[src/rtl/rst_seq_pkg.sv]
// Shared types and width helpers for the reset sequencer.
package rst_seq_pkg;

    // Sequencer phases. RUN is the only state in which busy is low.
    typedef enum logic [2:0] {
        ST_RUN     = 3'd0,
        ST_ASSERT  = 3'd1,
        ST_HOLD    = 3'd2,
        ST_RELEASE = 3'd3,
        ST_WAIT    = 3'd4
    } state_e;

    // Width of the shared hold/timeout counter: wide enough for the larger limit.
    function automatic int cnt_width(input int hold_cyc, input int timeout_cyc);
        int m;
        m = (hold_cyc > timeout_cyc) ? hold_cyc : timeout_cyc;
        return $clog2(m) + 1;
    endfunction

    // Width of the domain index, never narrower than one bit.
    function automatic int idx_width(input int num_dom);
        return (num_dom > 1) ? $clog2(num_dom) : 1;
    endfunction

endpackage

[src/rtl/rst_seq_cnt.sv]
// Loadable up-counter with clear, enable and a terminal-compare flag.
// Shared by the hold phase and the per-domain ready timeout.
module rst_seq_cnt #(
    parameter int W = 8
) (
    input  logic         clk,
    input  logic         rst,
    input  logic         i_clr,
    input  logic         i_load,
    input  logic [W-1:0] i_load_val,
    input  logic         i_en,
    input  logic [W-1:0] i_term,
    output logic         o_at_term
);

    logic [W-1:0] r_cnt;

    // Count register: clear has priority over load, load over increment.
    always_ff @(posedge clk) begin
        if (rst) begin
            r_cnt <= '0;
        end else if (i_clr) begin
            r_cnt <= '0;
        end else if (i_load) begin
            r_cnt <= i_load_val;
        end else if (i_en) begin
            r_cnt <= r_cnt + W'(1);
        end
    end

    assign o_at_term = (r_cnt == i_term);

endmodule

[src/rtl/rst_seq_ctrl.sv]
// Reset sequencer: asserts NUM_DOM reset domains from the highest index down,
// holds them, then releases them from index 0 up, waiting on each domain's
// ready (with timeout). Runs automatically after rst as the power-on release.
//
// Handshake: domain_ready[i] is a level, not a pulse. After domain_rst[i]
// falls, the sequencer samples domain_ready[i] every cycle it is waiting on
// domain i and advances on the first cycle it is seen high; ready bits of
// domains not currently being waited on are ignored.
module rst_seq_ctrl
    import rst_seq_pkg::*;
#(
    parameter int NUM_DOM     = 4,
    parameter int HOLD_CYC    = 16,
    parameter int TIMEOUT_CYC = 1024
) (
    input  logic               clk,
    input  logic               rst,
    input  logic               sw_rst_req,
    input  logic [NUM_DOM-1:0] domain_ready,
    output logic [NUM_DOM-1:0] domain_rst,
    output logic               busy,
    output logic               done,
    output logic [NUM_DOM-1:0] err_dom
);

    localparam int CNT_W = cnt_width(HOLD_CYC, TIMEOUT_CYC);
    localparam int IDX_W = idx_width(NUM_DOM);

    localparam logic [IDX_W-1:0] LAST_IDX     = IDX_W'(NUM_DOM - 1);
    localparam logic [CNT_W-1:0] HOLD_TERM    = CNT_W'(HOLD_CYC - 1);
    localparam logic [CNT_W-1:0] TIMEOUT_TERM = CNT_W'(TIMEOUT_CYC - 1);

    // Every sequencer register except the shared counter; state is visible
    // here for checkers bound to r_q.state.
    typedef struct packed {
        state_e             state;
        logic [NUM_DOM-1:0] domain_rst;
        logic               busy;
        logic               done;
        logic [NUM_DOM-1:0] err_dom;
        logic [IDX_W-1:0]   idx;
        logic               pending;
        logic               sw_q;
    } regs_t;

    regs_t            r_q;
    regs_t            w_d;
    logic             w_rise;
    logic             w_cnt_clr;
    logic             w_cnt_en;
    logic             w_at_term;
    logic             w_adv;
    logic [CNT_W-1:0] w_cnt_term;

    assign w_rise     = sw_rst_req & ~r_q.sw_q;
    assign w_cnt_term = (r_q.state == ST_WAIT) ? TIMEOUT_TERM : HOLD_TERM;

    rst_seq_cnt #(
        .W (CNT_W)
    ) u_cnt (
        .clk        (clk),
        .rst        (rst),
        .i_clr      (w_cnt_clr),
        .i_load     (1'b0),
        .i_load_val ({CNT_W{1'b0}}),
        .i_en       (w_cnt_en),
        .i_term     (w_cnt_term),
        .o_at_term  (w_at_term)
    );

    // State register: reset lands in HOLD with all domains in reset, which
    // makes the power-on release fall out of the normal sequence.
    always_ff @(posedge clk) begin
        if (rst) begin
            r_q.state      <= ST_HOLD;
            r_q.domain_rst <= '1;
            r_q.busy       <= 1'b1;
            r_q.done       <= 1'b0;
            r_q.err_dom    <= '0;
            r_q.idx        <= '0;
            r_q.pending    <= 1'b0;
            r_q.sw_q       <= 1'b0;
        end else begin
            r_q <= w_d;
        end
    end

    // Next-state logic: sequence phases, counter control and sticky flags.
    always_comb begin
        w_d       = r_q;
        w_d.done  = 1'b0;
        w_d.sw_q  = sw_rst_req;
        w_cnt_clr = 1'b0;
        w_cnt_en  = 1'b0;
        w_adv     = 1'b0;

        // A request arriving mid-sequence is remembered and replayed from RUN.
        if (w_rise && (r_q.state != ST_RUN)) begin
            w_d.pending = 1'b1;
        end

        case (r_q.state)
            ST_RUN: begin
                w_d.domain_rst = '0;
                if (w_rise || r_q.pending) begin
                    w_d.err_dom = '0;
                    w_d.pending = 1'b0;
                    w_d.idx     = LAST_IDX;
                    w_d.state   = ST_ASSERT;
                end
            end
            ST_ASSERT: begin
                w_d.domain_rst[r_q.idx] = 1'b1;
                if (r_q.idx == '0) begin
                    w_cnt_clr = 1'b1;
                    w_d.state = ST_HOLD;
                end else begin
                    w_d.idx = r_q.idx - IDX_W'(1);
                end
            end
            ST_HOLD: begin
                // The counter saturates at the hold limit; a held request
                // keeps every domain in reset indefinitely.
                if (w_at_term && !sw_rst_req) begin
                    w_d.idx   = '0;
                    w_d.state = ST_RELEASE;
                end else if (!w_at_term) begin
                    w_cnt_en = 1'b1;
                end
            end
            ST_RELEASE: begin
                w_d.domain_rst[r_q.idx] = 1'b0;
                w_cnt_clr = 1'b1;
                w_d.state = ST_WAIT;
            end
            ST_WAIT: begin
                // Ready wins over a coincident timeout.
                if (domain_ready[r_q.idx]) begin
                    w_adv = 1'b1;
                end else if (w_at_term) begin
                    w_d.err_dom[r_q.idx] = 1'b1;
                    w_adv = 1'b1;
                end else begin
                    w_cnt_en = 1'b1;
                end
                if (w_adv) begin
                    if (r_q.idx == LAST_IDX) begin
                        w_d.state = ST_RUN;
                        w_d.done  = 1'b1;
                    end else begin
                        w_d.idx   = r_q.idx + IDX_W'(1);
                        w_d.state = ST_RELEASE;
                    end
                end
            end
            default: begin
                w_d.domain_rst = '1;
                w_d.state      = ST_HOLD;
            end
        endcase

        w_d.busy = (w_d.state != ST_RUN);
    end

    // Outputs come straight from registers.
    always_comb begin
        domain_rst = r_q.domain_rst;
        busy       = r_q.busy;
        done       = r_q.done;
        err_dom    = r_q.err_dom;
    end

endmodule

[config.mk]
export PLATFORM = sky130hd
export DESIGN_NAME = rst_seq_ctrl
export DESIGN_NICKNAME = d
export VERILOG_FILES = /design/src/rtl/rst_seq_pkg.sv /design/src/rtl/rst_seq_cnt.sv /design/src/rtl/rst_seq_ctrl.sv
export SDC_FILE = /design/constraint.sdc
export NUM_CORES = 1
export LEC_CHECK = 0
export BUFFER_PORTS_ARGS = -buffer_cell sky130_fd_sc_hd__buf_2
export CORE_MARGIN = 2
export CORE_UTILIZATION = 58
export CTS_BUF_LIST = sky130_fd_sc_hd__clkbuf_16
export DETAILED_ROUTE_END_ITERATION = 12
export GPL_ROUTABILITY_DRIVEN = 0
export PLACE_DENSITY = 0.83
export SLEW_MARGIN = 20
export SYNTH_ARGS = -nofsm -noshare
export SYNTH_HDL_FRONTEND = slang
export SYNTH_HIERARCHICAL = 1
export SYNTH_SLANG_ARGS = --single-unit
export TNS_END_PERCENT = 1
[constraint.sdc]
create_clock -name clk -period 3.16 [get_ports clk]
set_input_delay 0.158 -clock clk [delete_from_list [all_inputs] [get_ports clk]]
set_output_delay 0.158 -clock clk [all_outputs]
set_load 0.03 [all_outputs]
==> impl_metrics.yaml, run 1 <==
run_status:
  status: "complete, but fails checks"
  violations: "design-rule violations"
power:
  cellInternalPower_uw: 776
  switchingPower_uw: 368
  power_density_nw_per_um2: 577
  share_seq_of_total_power: 0.392
  pwr-share-comb: 0.280
  p_leak_nw: 0.767
  clock_power_share: 0.328
  ir_drop_mv: 0.466
  p_sw_frac: 0.322
logic_synthesis:
  ys.flop_type: "dfxtp_1"
  synthTopCellsByArea: "dfxtp_1, o21ai_0, xnor2_1, a21oi_1, nor2_1"
  yosysSeqAreaShare: 0.321
  syn-cell-area_um2: 1750
  synthCells: 215
  postSynthAreaPerCell_um2: 8.13
  yosys-top-cells-count: "dfxtp_1, o21ai_0, nor2_1"
  yosysTopAreaCellShare: 0.321
  yosysWarnings: 6
  synth_cell_types: 50
  yosysTopAreaCell: "dfxtp_1"
  synth_edf_count: 0
  synthArstFlopShare: 0
  yosysMostFrequentCell: "dfxtp_1"
  ys_ff_latch: 28
clocking:
  clk_transition_reported_paths_ns: 0.07
  clock_sinks: 28
  cts_tree: "done"
  clockBufferDepth: 2
  insertion_delay_ns: 0.26
  cts-hold-fix-buffers: 0
  cts_setup_buffers: 0
  numCtsBuffers: 3
  clockRootBuffer: "clkbuf_16"
  htree_levels: 1
  cts_resized: 0
cells_and_area:
  drive_gt1_frac: 0.140
  syn_to_final_growth_pct: 13.3
  diodes: 0
  utilization: 0.706
  fillers: 220
  instances_no_fill: 273
  fin_nets: 251
  fin_area_um2: 1980
drt:
  dr.pass1.iters: 8
  wl_per_cell_um: 14.5
  final_antenna_net_count: 0
  post-route-drc-count: 2
  dr_total_vias: 1603
  vias_per_cell: 5.87
  drt_wl_total_um: 3950
  drt-initial-drc-count: 99
critical_path:
  start_kind: "flip-flop"
  worstSetupEndpointType: "flip-flop"
  path_max_fanout: 10
  cp.required_ns: 3.30
  worstPathArrival_ns: 2.89
  crit_type: "reg2reg"
placed_design:
  dp_cells: 269
  placed_cell_area_um2: 1880
  portBuffers: 16
  place_hpwl_um: 2610
global_route:
  first_global_vias: 1447
  grt_pass1_wl_um: 6700
  gr-usage-all-layers: 0.250
  antenna_found_initial: 0
  grt_start_max_net_pins: 24
  grt-ovfl-total: 0
floorplan:
  initial_core_util: 0.623
  die-area_um2: 3470
  num_io_pins: 17
  die_w_um: 58.9
  core.rowCount: 19
  die_h_um: 58.9
  core_um2: 2810
timing:
  max_freq_mhz: 364
  min_period_over_period: 0.870
  setup_viol: 0
  period_needed_ns: 2.75
  rsz0062_at_grt: "false"
  slew_viol_final: 0
  fin_tns_setup_ns: 0
  clock_skew_ns: 0.00514
  tightest_slew_ns: 0.561
  relSlewSlack: 0.625
  hold_viol_final: 0
flow_run:
  drv_cap: 0
worst_hold_path:
  hp-class: "in2reg"
[per-stage QoR]
| stage | hold slack [ns] | total power [mW] | worst slack (ns) |
|---|---|---|---|
| CTS | 0.154 | 1.14 | 0.403 |
| finish | 0.155 | 1.14 | 0.409 |
| floorplan | 0.241 | 0.722 | 0.332 |
| global route | 0.168 | 1.20 | 0.181 |
| detailed placement | 0.428 | 0.764 | 0.484 |
| global placement | 0.427 | 0.758 | 0.629 |
[metal layers]
metal  routed length [um]  track usage
met4                   76        0.107
met2                 1670        0.365
met1                 1840        0.365
met3                  362       0.0396
met5                    0            0
[power by group through the flow]
| stage | registers (mW) | clock network (mW) | logic, mW |
|---|---|---|---|
| after floorplan | 0.441 | 0 | 0.281 |
| after global routing | 0.453 | 0.392 | 0.356 |
| final | 0.448 | 0.375 | 0.321 |
| after global placement | 0.451 | 0 | 0.307 |
| after detailed placement | 0.453 | 0 | 0.311 |
| after CTS | 0.446 | 0.379 | 0.316 |
[worst max-delay path, cell delays in order, from the launching register on]
cell       delay (ns)
dfxtp_1          0.50
or2_1            0.32
nor2_1           0.10
buf_4            0.18
xnor2_1          0.18
nand4_1          0.13
nor3_1           0.27
nor3_1           0.09
buf_4            0.19
nand2_1          0.17
xor2_1           0.09
a2111oi_0        0.39
[cell type report]
| cell class | count | area (um^2) | share of cell area |
|---|---|---|---|
| clock buffers | 3 | 75.1 | 0.0379 |
| clock inverters | 1 | 30.0 | 0.0152 |
| inverters | 4 | 15.0 | 0.00758 |
| multi-input cells | 183 | 1130 | 0.570 |
| flip-flops and latches | 28 | 561 | 0.283 |
| well taps | 31 | 38.8 | 0.0196 |
| repair buffers | 23 | 133 | 0.0670 |
[cells by family after synthesis]
group	Yosys count	synth area share
adders and majority gates	1	0.00716
and+or+nand+nor	75	0.251
xor gates and xnor gates	16	0.0802
AOI/OAI and AO/OA	64	0.225
muxes	4	0.0329
other	2	0.00430
DFF	28	0.321
buffers and inverters	25	0.0787
[final timing paths]
check / start / end / slack [ns] / cells past startpoint
max: r_q[14] / u_cnt/r_cnt[2] / 0.41 / 11
min: sw_rst_req / r_q[0] / 0.15 / 2
max reg2reg: r_q[14] / u_cnt/r_cnt[2] / 0.41 / 11
min reg2reg: err_dom[3] / err_dom[3] / 0.48 / 1
[cell usage in the layout (no fill, tap or decap), types with 2 or more instances in the layout]
cell type  netlist  layout
o21a_1           2       2
buf_2            4      16
o31ai_1          2       2
dfxtp_1         28      28
o211a_1          2       2
nor3_1           7       7
xor2_1           3       3
nand2_1          7       7
mux2i_1          2       2
nand2b_1         5       5
or4_1            5       5
a22o_1           3       3
nand4_1          5       5
a21oi_1         17      17
or3_1            4       4
a31oi_1          4       4
conb_1           2      23
o21ai_0         23      23
a21o_1           2       2
nor2_1          19      19
nand3_1          9       9
buf_4            8       7
nor4b_1          2       2
nor2b_1          3       3
xnor2_1         13      13
clkbuf_16        0       3
inv_1            4       4
[state kept, by name, indices dropped and copies added (netlist names)]
| name | count |
|---|---|
| u_cnt/r_cnt | 11 |
| r_q | 7 |
| domain_rst | 4 |
| err_dom | 4 |
| busy | 1 |
| done | 1 |
No activity file was read; power rests on OpenSTA's default activity.
==> run 2: changes to the inputs <==
Settings changed: CORE_UTILIZATION 58 to 45, PLACE_DENSITY 0.83 to 0.68.
==> run 2 against run 1 <==
The flow now finishes without violations. Combinational power down 2%. Sequential share of layout area down 0.20 points. Die area up 27%. Critical path type unchanged. Critical endpoint unchanged. Largest power group unchanged. Highest routed layer unchanged.
==> impl_metrics.yaml, run 2 (synthesis gave the netlist of run 1 again) <==
cells_and_area:
  final_common_cell: "dfxtp_1"
  drive_gt1_frac: 0.137
  syn_to_final_growth_pct: 14.1
  utilization: 0.541
  final_cell_mix: "dfxtp_1, o21ai_0, conb_1"
  largest_reg_flops: 11
  fin_nets: 250
  reg.largest.list: "u_cnt/r_cnt: 11 flops, r_q: 7 flops"
  diodes: 0
  top_register: "u_cnt/r_cnt"
critical_path:
  crit_type: "reg2reg"
  worstPathArrival_ns: 2.87
  cp.required_ns: 3.30
  r2r_end: "u_cnt/r_cnt[2]"
  r2r-start: "r_q[14]"
  path_max_fanout: 10
  worstSetupEndpoint: "u_cnt/r_cnt[2]"
  worstSetupEndpointType: "flip-flop"
  crit_start: "r_q[14]"
  start_kind: "flip-flop"
  rrSetupSlack_ns: 0.43
  ff2ff_path_depth: 11
drt:
  drt-initial-drc-count: 110
  dr.pass1.iters: 4
  final_antenna_net_count: 0
  post-route-drc-count: 0
  wl_per_cell_um: 13.3
  drt_wl_total_um: 3850
  vias_per_cell: 5.47
  dr_total_vias: 1581
timing:
  tightest_slew_ns: 0.573
  relSlewSlack: 0.616
  slew_viol_final: 0
  period_needed_ns: 2.73
  max_freq_mhz: 367
  setup_viol: 0
  clock_skew_ns: 0.00314
  rsz0062_at_grt: "false"
  hold_viol_final: 0
  fin_tns_setup_ns: 0
  min_period_over_period: 0.863
power:
  power_density_nw_per_um2: 573
  p_leak_nw: 0.761
  ir_drop_mv: 0.595
  finalPower_mw: 1.14
global_route:
  first_global_vias: 1391
  grt_pass1_wl_um: 6370
  antenna_found_initial: 0
  gr-usage-all-layers: 0.188
  grt_start_max_net_pins: 24
  grt-ovfl-total: 0
flow_run:
  drv_cap: 0
floorplan:
  core_um2: 3690
  die-area_um2: 4400
  die_w_um: 66.3
  num_io_pins: 17
  initial_core_util: 0.474
  die_h_um: 66.3
  core.rowCount: 22
clocking:
  cts-hold-fix-buffers: 0
  clockBufferDepth: 2
  clock_sinks: 28
  numCtsBuffers: 3
  insertion_delay_ns: 0.27
  clockRootBuffer: "clkbuf_16"
  clk_transition_reported_paths_ns: 0.07
  cts_setup_buffers: 0
  cts_resized: 0
  cts_tree: "done"
  htree_levels: 1
placed_design:
  portBuffers: 16
  place_hpwl_um: 2640
run_status:
  status: "finished clean"
worst_hold_path:
  hp-class: "in2reg"
==> run 2: changes by cell type in the layout (fill, tap and decap cells not counted), sizes merged <==
cell / change
buf: -1
==> run 2: power breakdown <==
group / internal, mW / total [mW] / switching [mW]
registers: 0.398 / 0.449 / 0.0518
clock network: 0.253 / 0.380 / 0.127
logic: 0.125 / 0.314 / 0.189
==> run 2: cell type report <==
type	instances	area (um^2)
clock buffers	3	75.1
clock inverters	1	30.0
inverters	4	15.0
repair buffers	22	125
multi-input cells	183	1130
fillers	354	1690
flip-flops and latches	28	561
well taps	48	60.1
==> run 2: through the flow <==
stage / hold WS [ns] / cell area [um^2] / std cells / setup slack [ns]
2_1_floorplan: 0.241 / 1830 / 236 / 0.332
3_3_place_gp: 0.413 / 1890 / 285 / 0.637
3_5_place_dp: 0.415 / 1890 / 285 / 0.572
4_1_cts: 0.144 / 1990 / 289 / 0.512
5_1_grt: 0.147 / 1990 / 289 / 0.173
6_report: 0.138 / 1990 / 289 / 0.432
==> run 2: worst min-delay path by stage <==
stage                     from        endpoint  slack, ns  cells after the start
finish              sw_rst_req          r_q[0]       0.14                      2
global placement    sw_rst_req          r_q[0]       0.41                      2
floorplan                  rst  u_cnt/r_cnt[2]       0.24                      1
detailed placement  sw_rst_req          r_q[0]       0.41                      2
CTS                 sw_rst_req          r_q[0]       0.14                      2
global route        sw_rst_req          r_q[0]       0.15                      2
==> run 2: routing by layer <==
| layer | share of wire | wire length, um | global-route usage |
|---|---|---|---|
| met2 | 0.48 | 1860 | 0.308 |
| met3 | 0.040 | 153 | 0.0460 |
| met5 | 0 | 0 | 0 |
| met4 | 0.016 | 60 | 0.0663 |
| met1 | 0.46 | 1770 | 0.240 |
==> run 2: critical path, cell delays in order, from the launching register on <==
cell and delay, ns:
dfxtp_1 0.53, or2_1 0.29, nor2_1 0.07, buf_4 0.18, xnor2_1 0.16, nand3_1 0.10
nor3_1 0.36, nor3_1 0.10, buf_4 0.19, nand2_1 0.15, xor2_1 0.08, a2111oi_0 0.39
